File: src/rtl/tpu_uart_pkg.sv
// -----------------------------------------------------------------------------
// tpu_uart_pkg
//   Constants shared between the TPU UART controller and its host-side
//   initiator: command opcodes, the longest response in bytes, the host FSM
//   state type and a length clamp helper.
//
//   Opcode              payload  response
//   CMD_WEIGHT_COL0     1 byte   -
//   CMD_WEIGHT_COL1     1 byte   -
//   CMD_WF_RESET        0 bytes  -
//   CMD_ACT             2 bytes  -
//   CMD_START           0 bytes  -
//   CMD_READ_STATUS     0 bytes  4 bytes: state, cycle_cnt, acc0[15:8], acc0[7:0]
//   CMD_READ_ACC0       0 bytes  4 bytes
// -----------------------------------------------------------------------------
package tpu_uart_pkg;

   localparam logic [7:0] CMD_WEIGHT_COL0 = 8'h01;
   localparam logic [7:0] CMD_WEIGHT_COL1 = 8'h02;
   localparam logic [7:0] CMD_WF_RESET    = 8'h03;
   localparam logic [7:0] CMD_ACT         = 8'h04;
   localparam logic [7:0] CMD_START       = 8'h05;
   localparam logic [7:0] CMD_READ_STATUS = 8'h06;
   localparam logic [7:0] CMD_READ_ACC0   = 8'h07;

   localparam int RSP_MAX_BYTES = 4;

   typedef enum logic [2:0] {
      ST_IDLE,
      ST_SEND_OP,
      ST_SEND_PL,
      ST_WAIT_RSP,
      ST_DONE
   } host_state_t;

   // Byte counts above the 32-bit word size saturate at four bytes.
   function automatic logic [2:0] clamp_len(input logic [2:0] n);
      return (n > 3'(RSP_MAX_BYTES)) ? 3'(RSP_MAX_BYTES) : n;
   endfunction

endpackage

File: src/rtl/tpu_uart_host.sv
// -----------------------------------------------------------------------------
// tpu_uart_host
//   Host-side initiator for the TPU UART command protocol. Takes one command
//   word, sends the opcode and then the payload bytes (most significant used
//   byte first) to a byte transmitter, then for read commands gathers the
//   response bytes from a byte receiver into one right-justified word.
//
// Ports
//   clk, rst_n              clock, asynchronous active-low reset
//   cmd_valid / cmd_ready   command handshake (ready only while idle)
//   cmd_opcode              opcode byte
//   cmd_payload             payload, right-justified
//   cmd_len, cmd_rsp_len    payload / response byte counts (clamped to 4)
//   tx_byte, tx_valid       byte to the transmitter, held while tx_ready=0
//   tx_ready                transmitter accepts the byte
//   rx_byte, rx_valid       received byte strobe, no backpressure
//   rsp_valid               one-cycle pulse per accepted command
//   rsp_data, rsp_nbytes    response word and byte count, held between pulses
//   rsp_timeout             response aborted after too long a gap
//   busy                    command in progress
//   stray_rx                sticky: a byte arrived when none was expected
// -----------------------------------------------------------------------------
module tpu_uart_host
   import tpu_uart_pkg::*;
#(
   parameter int TIMEOUT_CYCLES = 1_000_000,
   parameter int TO_W           = 20
) (
   input  logic        clk,
   input  logic        rst_n,
   input  logic        cmd_valid,
   output logic        cmd_ready,
   input  logic [7:0]  cmd_opcode,
   input  logic [31:0] cmd_payload,
   input  logic [2:0]  cmd_len,
   input  logic [2:0]  cmd_rsp_len,
   output logic [7:0]  tx_byte,
   output logic        tx_valid,
   input  logic        tx_ready,
   input  logic [7:0]  rx_byte,
   input  logic        rx_valid,
   output logic        rsp_valid,
   output logic [31:0] rsp_data,
   output logic [2:0]  rsp_nbytes,
   output logic        rsp_timeout,
   output logic        busy,
   output logic        stray_rx
);

   localparam logic [TO_W-1:0] TO_LAST = TO_W'(TIMEOUT_CYCLES - 1);

   host_state_t     state, state_nxt;
   logic [7:0]      opcode_r;
   logic [31:0]     pl_sr;       // payload left-aligned; next byte in [31:24]
   logic [2:0]      pl_left;
   logic [2:0]      rsp_len_r;
   logic [31:0]     acc;
   logic [2:0]      rx_cnt;
   logic [TO_W-1:0] to_cnt;
   logic            rx_take;
   logic            timeout_hit;
   logic [2:0]      len_c;
   logic [2:0]      rx_cnt_inc;
   logic [31:0]     acc_shift;

   assign len_c      = clamp_len(cmd_len);
   assign rx_cnt_inc = rx_cnt + 3'd1;
   assign acc_shift  = {acc[23:0], rx_byte};

   always_ff @(posedge clk or negedge rst_n) begin
      if (!rst_n) state <= ST_IDLE;
      else        state <= state_nxt;
   end

   always_comb begin
      state_nxt   = state;
      cmd_ready   = 1'b0;
      tx_valid    = 1'b0;
      tx_byte     = 8'h00;
      rsp_valid   = 1'b0;
      busy        = (state != ST_IDLE);
      rx_take     = 1'b0;
      timeout_hit = 1'b0;
      case (state)
         ST_IDLE: begin
            cmd_ready = 1'b1;
            if (cmd_valid) state_nxt = ST_SEND_OP;
         end
         ST_SEND_OP: begin
            tx_valid = 1'b1;
            tx_byte  = opcode_r;
            if (tx_ready) begin
               if (pl_left != 3'd0)        state_nxt = ST_SEND_PL;
               else if (rsp_len_r != 3'd0) state_nxt = ST_WAIT_RSP;
               else                        state_nxt = ST_DONE;
            end
         end
         ST_SEND_PL: begin
            tx_valid = 1'b1;
            tx_byte  = pl_sr[31:24];
            if (tx_ready && pl_left == 3'd1)
               state_nxt = (rsp_len_r != 3'd0) ? ST_WAIT_RSP : ST_DONE;
         end
         ST_WAIT_RSP: begin
            // A byte in the cycle the timeout would fire wins over the timeout.
            if (rx_valid) begin
               rx_take = 1'b1;
               if (rx_cnt_inc == rsp_len_r) state_nxt = ST_DONE;
            end else if (to_cnt == TO_LAST) begin
               timeout_hit = 1'b1;
               state_nxt   = ST_DONE;
            end
         end
         ST_DONE: begin
            rsp_valid = 1'b1;
            state_nxt = ST_IDLE;
         end
         default: state_nxt = ST_IDLE;
      endcase
   end

   always_ff @(posedge clk or negedge rst_n) begin
      if (!rst_n) begin
         opcode_r    <= 8'h00;
         pl_sr       <= 32'h0;
         pl_left     <= 3'd0;
         rsp_len_r   <= 3'd0;
         acc         <= 32'h0;
         rx_cnt      <= 3'd0;
         to_cnt      <= '0;
         rsp_data    <= 32'h0;
         rsp_nbytes  <= 3'd0;
         rsp_timeout <= 1'b0;
         stray_rx    <= 1'b0;
      end else begin
         if (state == ST_IDLE && cmd_valid) begin
            opcode_r  <= cmd_opcode;
            pl_left   <= len_c;
            rsp_len_r <= clamp_len(cmd_rsp_len);
            acc       <= 32'h0;
            rx_cnt    <= 3'd0;
            to_cnt    <= '0;
            case (len_c)
               3'd1:    pl_sr <= {cmd_payload[7:0], 24'h0};
               3'd2:    pl_sr <= {cmd_payload[15:0], 16'h0};
               3'd3:    pl_sr <= {cmd_payload[23:0], 8'h0};
               default: pl_sr <= cmd_payload;
            endcase
         end
         if (state == ST_SEND_PL && tx_ready) begin
            pl_sr   <= {pl_sr[23:0], 8'h00};
            pl_left <= pl_left - 3'd1;
         end
         if (state == ST_WAIT_RSP) begin
            if (rx_take) begin
               acc    <= acc_shift;
               rx_cnt <= rx_cnt_inc;
               to_cnt <= '0;
            end else begin
               to_cnt <= to_cnt + 1'b1;
            end
         end
         // Capture the result as DONE is entered, including a final byte taken
         // in the same cycle, so it is visible alongside rsp_valid.
         if (state_nxt == ST_DONE) begin
            rsp_data    <= rx_take ? acc_shift : acc;
            rsp_nbytes  <= rx_take ? rx_cnt_inc : rx_cnt;
            rsp_timeout <= timeout_hit;
         end
         if (rx_valid && state != ST_WAIT_RSP) stray_rx <= 1'b1;
      end
   end

endmodule

File: config.mk
export PLATFORM = sky130hd
export DESIGN_NAME = tpu_uart_host
export DESIGN_NICKNAME = d
export VERILOG_FILES = /design/src/rtl/tpu_uart_pkg.sv /design/src/rtl/tpu_uart_host.sv
export SDC_FILE = /design/constraint.sdc
export NUM_CORES = 1
export LEC_CHECK = 0
export ABC_AREA = 1
export BUFFER_PORTS_ARGS = -buffer_cell sky130_fd_sc_hd__buf_4
export CAP_MARGIN = 20
export CORE_AREA = 2 2 158 160
export CTS_BUF_LIST = sky130_fd_sc_hd__clkbuf_4
export DETAILED_ROUTE_END_ITERATION = 6
export DIE_AREA = 0 0 160 162
export PLACE_DENSITY = 0.55
export SETUP_SLACK_MARGIN = 0.02
export SLEW_MARGIN = 20
export SYNTH_ARGS = -nofsm -noshare
export SYNTH_HDL_FRONTEND = slang
export SYNTH_SLANG_ARGS = --single-unit
File: constraint.sdc
create_clock -name clk -period 3 [get_ports clk]
set_input_delay 0.45 -clock clk [delete_from_list [all_inputs] [get_ports clk]]
set_output_delay 0.45 -clock clk [all_outputs]
set_load 0.02 [all_outputs]
==> After elaboration in Yosys (flattened, before gate mapping) <==
Index checks and enable logic that the tools add are counted.
Widths: inputs -> output; s select.
{ "totals": {"ff_bits": 141, "in_bits": 59} }
{ "classes": {"n_reduce_logical": 11, "n_eq_ne": 12, "mux": 36, "add_sub_neg": 3, "order_cmp": 2} }
{ "ops": {"columns": ["cell", "count"], "rows": [
  ["$mux 32", 6],
  ["$pmux 32 s3", 1],
  ["$mux 20", 3],
  ["$mux 3", 16],
  ["$add 20x1->20 const B", 1],
  ["$eq 20x20->1 const B", 1],
  ["$pmux 8 s2", 1],
  ["$eq 3x2->1 const B", 4],
  ["$pmux 3 s4", 1],
  ["$eq 3x1->1 const B", 3],
  ["$reduce_bool 3->1", 3],
  ["$mux 1", 8],
  ["$eq 3x3->1 const B", 2],
  ["$gt 3x3->1 const B", 2],
  ["$logic_and 1x1->1", 4],
  ["$reduce_bool 2->1", 2],
  ["$add 3x1->3 const B", 1],
  ["$eq 3x3->1", 1],
  ["$logic_not 3->1", 1],
  ["$ne 3x2->1 const B", 1],
  ["$sub 3x1->3 const B", 1],
  ["$reduce_or 2->1", 1]
]} }

==> Longest topological paths before layout <==
{ "logic_depth": {"ltp_word": 6, "mapped_depth": 13} }

==> Worst setup path after synthesis <==
No wires, ideal clock.
{ "synth_timing": {"path_kind": "register to register", "startpoint": "register rx_cnt[0]", "endpoint": "register rsp_data[10]", "synth_period_minus_slack_ns": 1.684, "required_ns": 2.934, "n_path_buf": 1, "arrival_ns": 1.617, "path_slack_ns": 1.316, "path_stages_with_launch": 12, "setup_ns": 0.066, "cell_sequence": "dfrtp_1 ha_1 inv_1 nand2_1 nand3_1 nor2_1 nand2_1 nand2_1 nand2_2 clkbuf_1 nand3_1 nand2_1"} }
{ "synth_via": {"elab_chain_len": 6} }
{ "synth_lines": {"columns": ["element", "line", "source"], "rows": [
  ["start: declaration", "tpu_uart_host.sv:58", "logic [2:0] rx_cnt;"],
  ["start signal: assignment", "tpu_uart_host.sv:157", "rx_cnt <= rx_cnt_inc;"],
  ["$add 3x1->3", "tpu_uart_host.sv:67", "assign rx_cnt_inc = rx_cnt + 3'd1;"],
  ["$eq 3x3->1", "tpu_uart_host.sv:108", "if (rx_cnt_inc == rsp_len_r) state_nxt = ST_DONE;"],
  ["$mux 3", "tpu_uart_host.sv:108", null],
  ["$mux 3", "tpu_uart_host.sv:106", "if (rx_valid) begin"],
  ["$pmux 3 s4", "tpu_uart_host.sv:84", "case (state)"],
  ["$eq 3x3->1", "tpu_uart_host.sv:165", "if (state_nxt == ST_DONE) begin"],
  ["end signal: assignment", "tpu_uart_host.sv:166", "rsp_data <= rx_take ? acc_shift : acc;"],
  ["end: declaration", "tpu_uart_host.sv:43", "output logic [31:0] rsp_data,"]
]} }
Every way passes these cells.
A chain may end at the register's enable or synchronous reset.

==> Worst setup path after layout <==
{ "layout_timing": {"startpoint": "register state[0]", "endpoint": "output tx_valid"} }
{ "layout_via": {"elab_chain_len": 3, "elab_cells_between_ends": 4, "classes_between": "eq/ne: 2; mux: 1; reduce/logical: 1"} }
{ "layout_lines": {"columns": ["element", "line", "source"], "rows": [
  ["start: declaration", "tpu_uart_host.sv:52", "host_state_t state, state_nxt;"],
  ["start signal: assignment", "tpu_uart_host.sv:72", "else state <= state_nxt;"],
  ["$eq 3x2->1 / $eq 3x1->1 (equally long branches)", "tpu_uart_host.sv:84", null],
  ["$reduce_or 2->1 (no line) (*)", null, null],
  ["$mux 1 (*)", "tpu_uart_host.sv:84", null],
  ["end: declaration", "tpu_uart_host.sv:38", "output logic tx_valid,"]
]} }
Every way passes the cells marked *; elsewhere a longest branch is shown, timed or not.

==> impl_metrics.ini <==
[clock_tree]
cts_buffer_depth = 2
h-tree-depth = 4
numCtsBuffers = 17
clk_latency_ps = 570
cts.sinks = 141
cts_tree = built
clkTransAtPathRegs_ps = 130
cts_setup_buffers = 0
cts_hold_buf = 1
cts_root_buf = clkbuf_4
cts_resized = 0

[final_layout]
num-fill-cells = 2605
instances_no_fill = 1373
post-route-cell-area_um2 = 8541
synthToLayoutAreaGrowth_pct = 19.71
final_layout_size_suffix_gt1_frac = 0.1718
nNetsFinal = 1099
finish.utilization = 0.3543

[global_route]
grt_max_degree = 70
antenna_found_initial = 1
grt-ovfl-total = 0
grt_pass1_vias = 5877
grt_use_total = 0.1486
grt_pass1_wl_um = 31050

[synth]
ys_types = 34
synthArstFlopShare = 1.000
syn_area_per_cell_um2 = 7.638
synthTopCellsByArea = dfrtp_1 49%, nand2_1 15%, inv_1 6.5%
syn_inst = 934
synth_seq_area_share = 0.4946
synth_area_um2 = 7134
mappedNetlistNets = 998
yosys_most_used_dff = dfrtp_1
yosys.area.top_type_share = 0.4946
ys_warn_count = 0
ys_seq_elements = 141
yosysTopAreaCell = dfrtp_1
synth_edf_count = 0

[place]
portBuffers = 107
placed_area_um2 = 8265
hpwl_um = 12680
dp.cells = 1339
gp_congestion = 0.8161

[drt]
wire_per_inst_um = 13.38
vias = 6218
drt_iter0_drc = 318
route.detailed.drc = 0
first_pass_iters = 5
totalWireLength_um = 18370
routed_via_density = 4.529
ant_nets = 0

[floorplan]
design.die.area_um2 = 25920
die_y_um = 162
io_pins = 108
die_x_um = 160
num_rows = 57
start_util = 0.2960
core_area_um2 = 24110

[outcome]
status = complete, no violations

[timing]
min_period_over_period = 0.7465
rsz0062_at_grt = no
period_minus_slack_ps = 2240
worst_pin_slew_ps = 733.5
setup_tns_ps = 0
hold_viol = 0
slew_headroom = 0.5103
skew_ps = 22.35
slew_violations = 0
finalSetupViolCount = 0
clock.fmax_mhz = 446.5

[worst_setup_path]
crit_required_ps = 2550
critPathKind = flip-flop to primary output
crit_path_end_kind = primary output
cp.arrival_ps = 1790
path_max_fanout = 12
cp-start-kind = flip-flop

[pwr]
power_density_nw_per_um2 = 792.8
peakVddDrop_v = 0.0002929
p_leak_nw = 4.287

[flow_run]
cap_violations = 0

[min_path]
min_path_type = input pin to flip-flop
## cell type report
type / count / area, µm² / share of cell area
Clock inverter: 15 / 135.1 / 0.01582
Clock buffer: 17 / 127.6 / 0.01494
Tap cell: 324 / 405.4 / 0.04747
Inverter: 138 / 518.0 / 0.06065
Sequential cell: 141 / 3528 / 0.4131
Antenna cell: 1 / 2.502 / 0.0002930
Multi-Input combinational cell: 616 / 2897 / 0.3391
Timing Repair Buffer: 121 / 927.1 / 0.1086
## through the flow
step | setup WS [ps] | total power [mW] | hold slack [ps]
after floorplan | 1316 | 4.703 | 154.4
after global placement | 813.0 | 5.669 | 416.7
after global routing | 506.1 | 7.389 | 45.27
after detailed placement | 724.8 | 5.694 | 409.6
final | 760.5 | 6.771 | 82.84
after CTS | 708.9 | 6.866 | 46.59
## routing by layer
metal / global-route usage / routed length, µm / vias to the layer above
li1: - / - / 3172
met5: 0 / 0 / -
met3: 0.03115 / 697 / 16
met2: 0.2285 / 8346 / 111
met1: 0.2138 / 9153 / 2919
met4: 0.03808 / 168 / 0
## state kept, by name (all words and copies together) (netlist names)
register / count
stray_rx: 1
to_cnt: 20
state: 3
rsp_data: 32
rsp_len_r: 3
rsp_timeout: 1
acc: 32
pl_sr: 32
rsp_nbytes: 3
pl_left: 3
opcode_r: 8
rx_cnt: 3
## critical path: stages, from the launching register on
cell and delay (ps):
dfrtp_1 450, inv_2 100, nor3_1 50, buf_4 180, or2_2 300, buf_4 160
## worst paths after layout
path,from,end,slack (ps),cells after the start
min in group asynchronous,rst_n,rsp_data[19],360,2
setup reg to reg,pl_left[0],rsp_data[8],780,10
setup / recovery,state[0],tx_valid,760,5
max in group asynchronous,rst_n,rsp_data[31],1900,3
hold / removal,cmd_opcode[6],opcode_r[6],80,3
hold reg to reg,pl_sr[3],pl_sr[3],500,2
## synthesized netlist by cell type, types with 3 or more instances
cell and number:
buf_1 4, inv_2 14, inv_1 124, nor3_1 7, dfrtp_1 141, buf_4 4, a22oi_1 8, nand2_1 285
o211ai_1 24, o22ai_1 4, o21bai_1 4, o21ai_2 7, xor2_1 3, nand4_1 6, ha_1 5, xnor2_1 3
a21oi_1 4, nor2_1 67, o221ai_1 3, nand3_1 81, buf_2 12, nand3b_1 3, o21ai_0 91, clkbuf_1 17
## where the power goes
| part | switching [mW] | internal, mW |
|---|---|---|
| logic | 1.72 | 1.00 |
| registers | 0.361 | 2.53 |
| clock network | 0.806 | 0.356 |
| total | 2.88 | 3.89 |
## kinds of logic (layout without fill, tap and decap cells)
logic type               Yosys count  in the layout  synth area share
adder cells (fa/ha/maj)            5              5          0.008769
XOR/XNOR                           6              6          0.007367
other                              0              1                 0
buffers and inverters            177            291           0.09944
flip-flops                       141            141            0.4946
AO/OA/AOI/OAI                    147            147            0.1226
AND/OR/NAND/NOR                  458            458            0.2673
## placed cells by master, fill, tap and decap left out, drive strengths merged, types with 2 or more instances in the layout
cell type / synthesis / layout
o211ai: 24 / 24
o21ai: 98 / 98
inv: 138 / 143
nand3b: 3 / 3
dfrtp: 141 / 141
nand2: 288 / 288
nand4: 6 / 6
xor2: 3 / 3
o22ai: 4 / 4
buf: 22 / 120
a21oi: 4 / 4
ha: 5 / 5
nor2: 69 / 69
o21bai: 4 / 4
o221ai: 3 / 3
clkinv: 0 / 8
nor3: 9 / 9
xnor2: 3 / 3
nand3: 81 / 81
clkbuf: 17 / 17
a22oi: 8 / 8
clkinvlp: 0 / 2
Power figures use the tool's default switching activity.
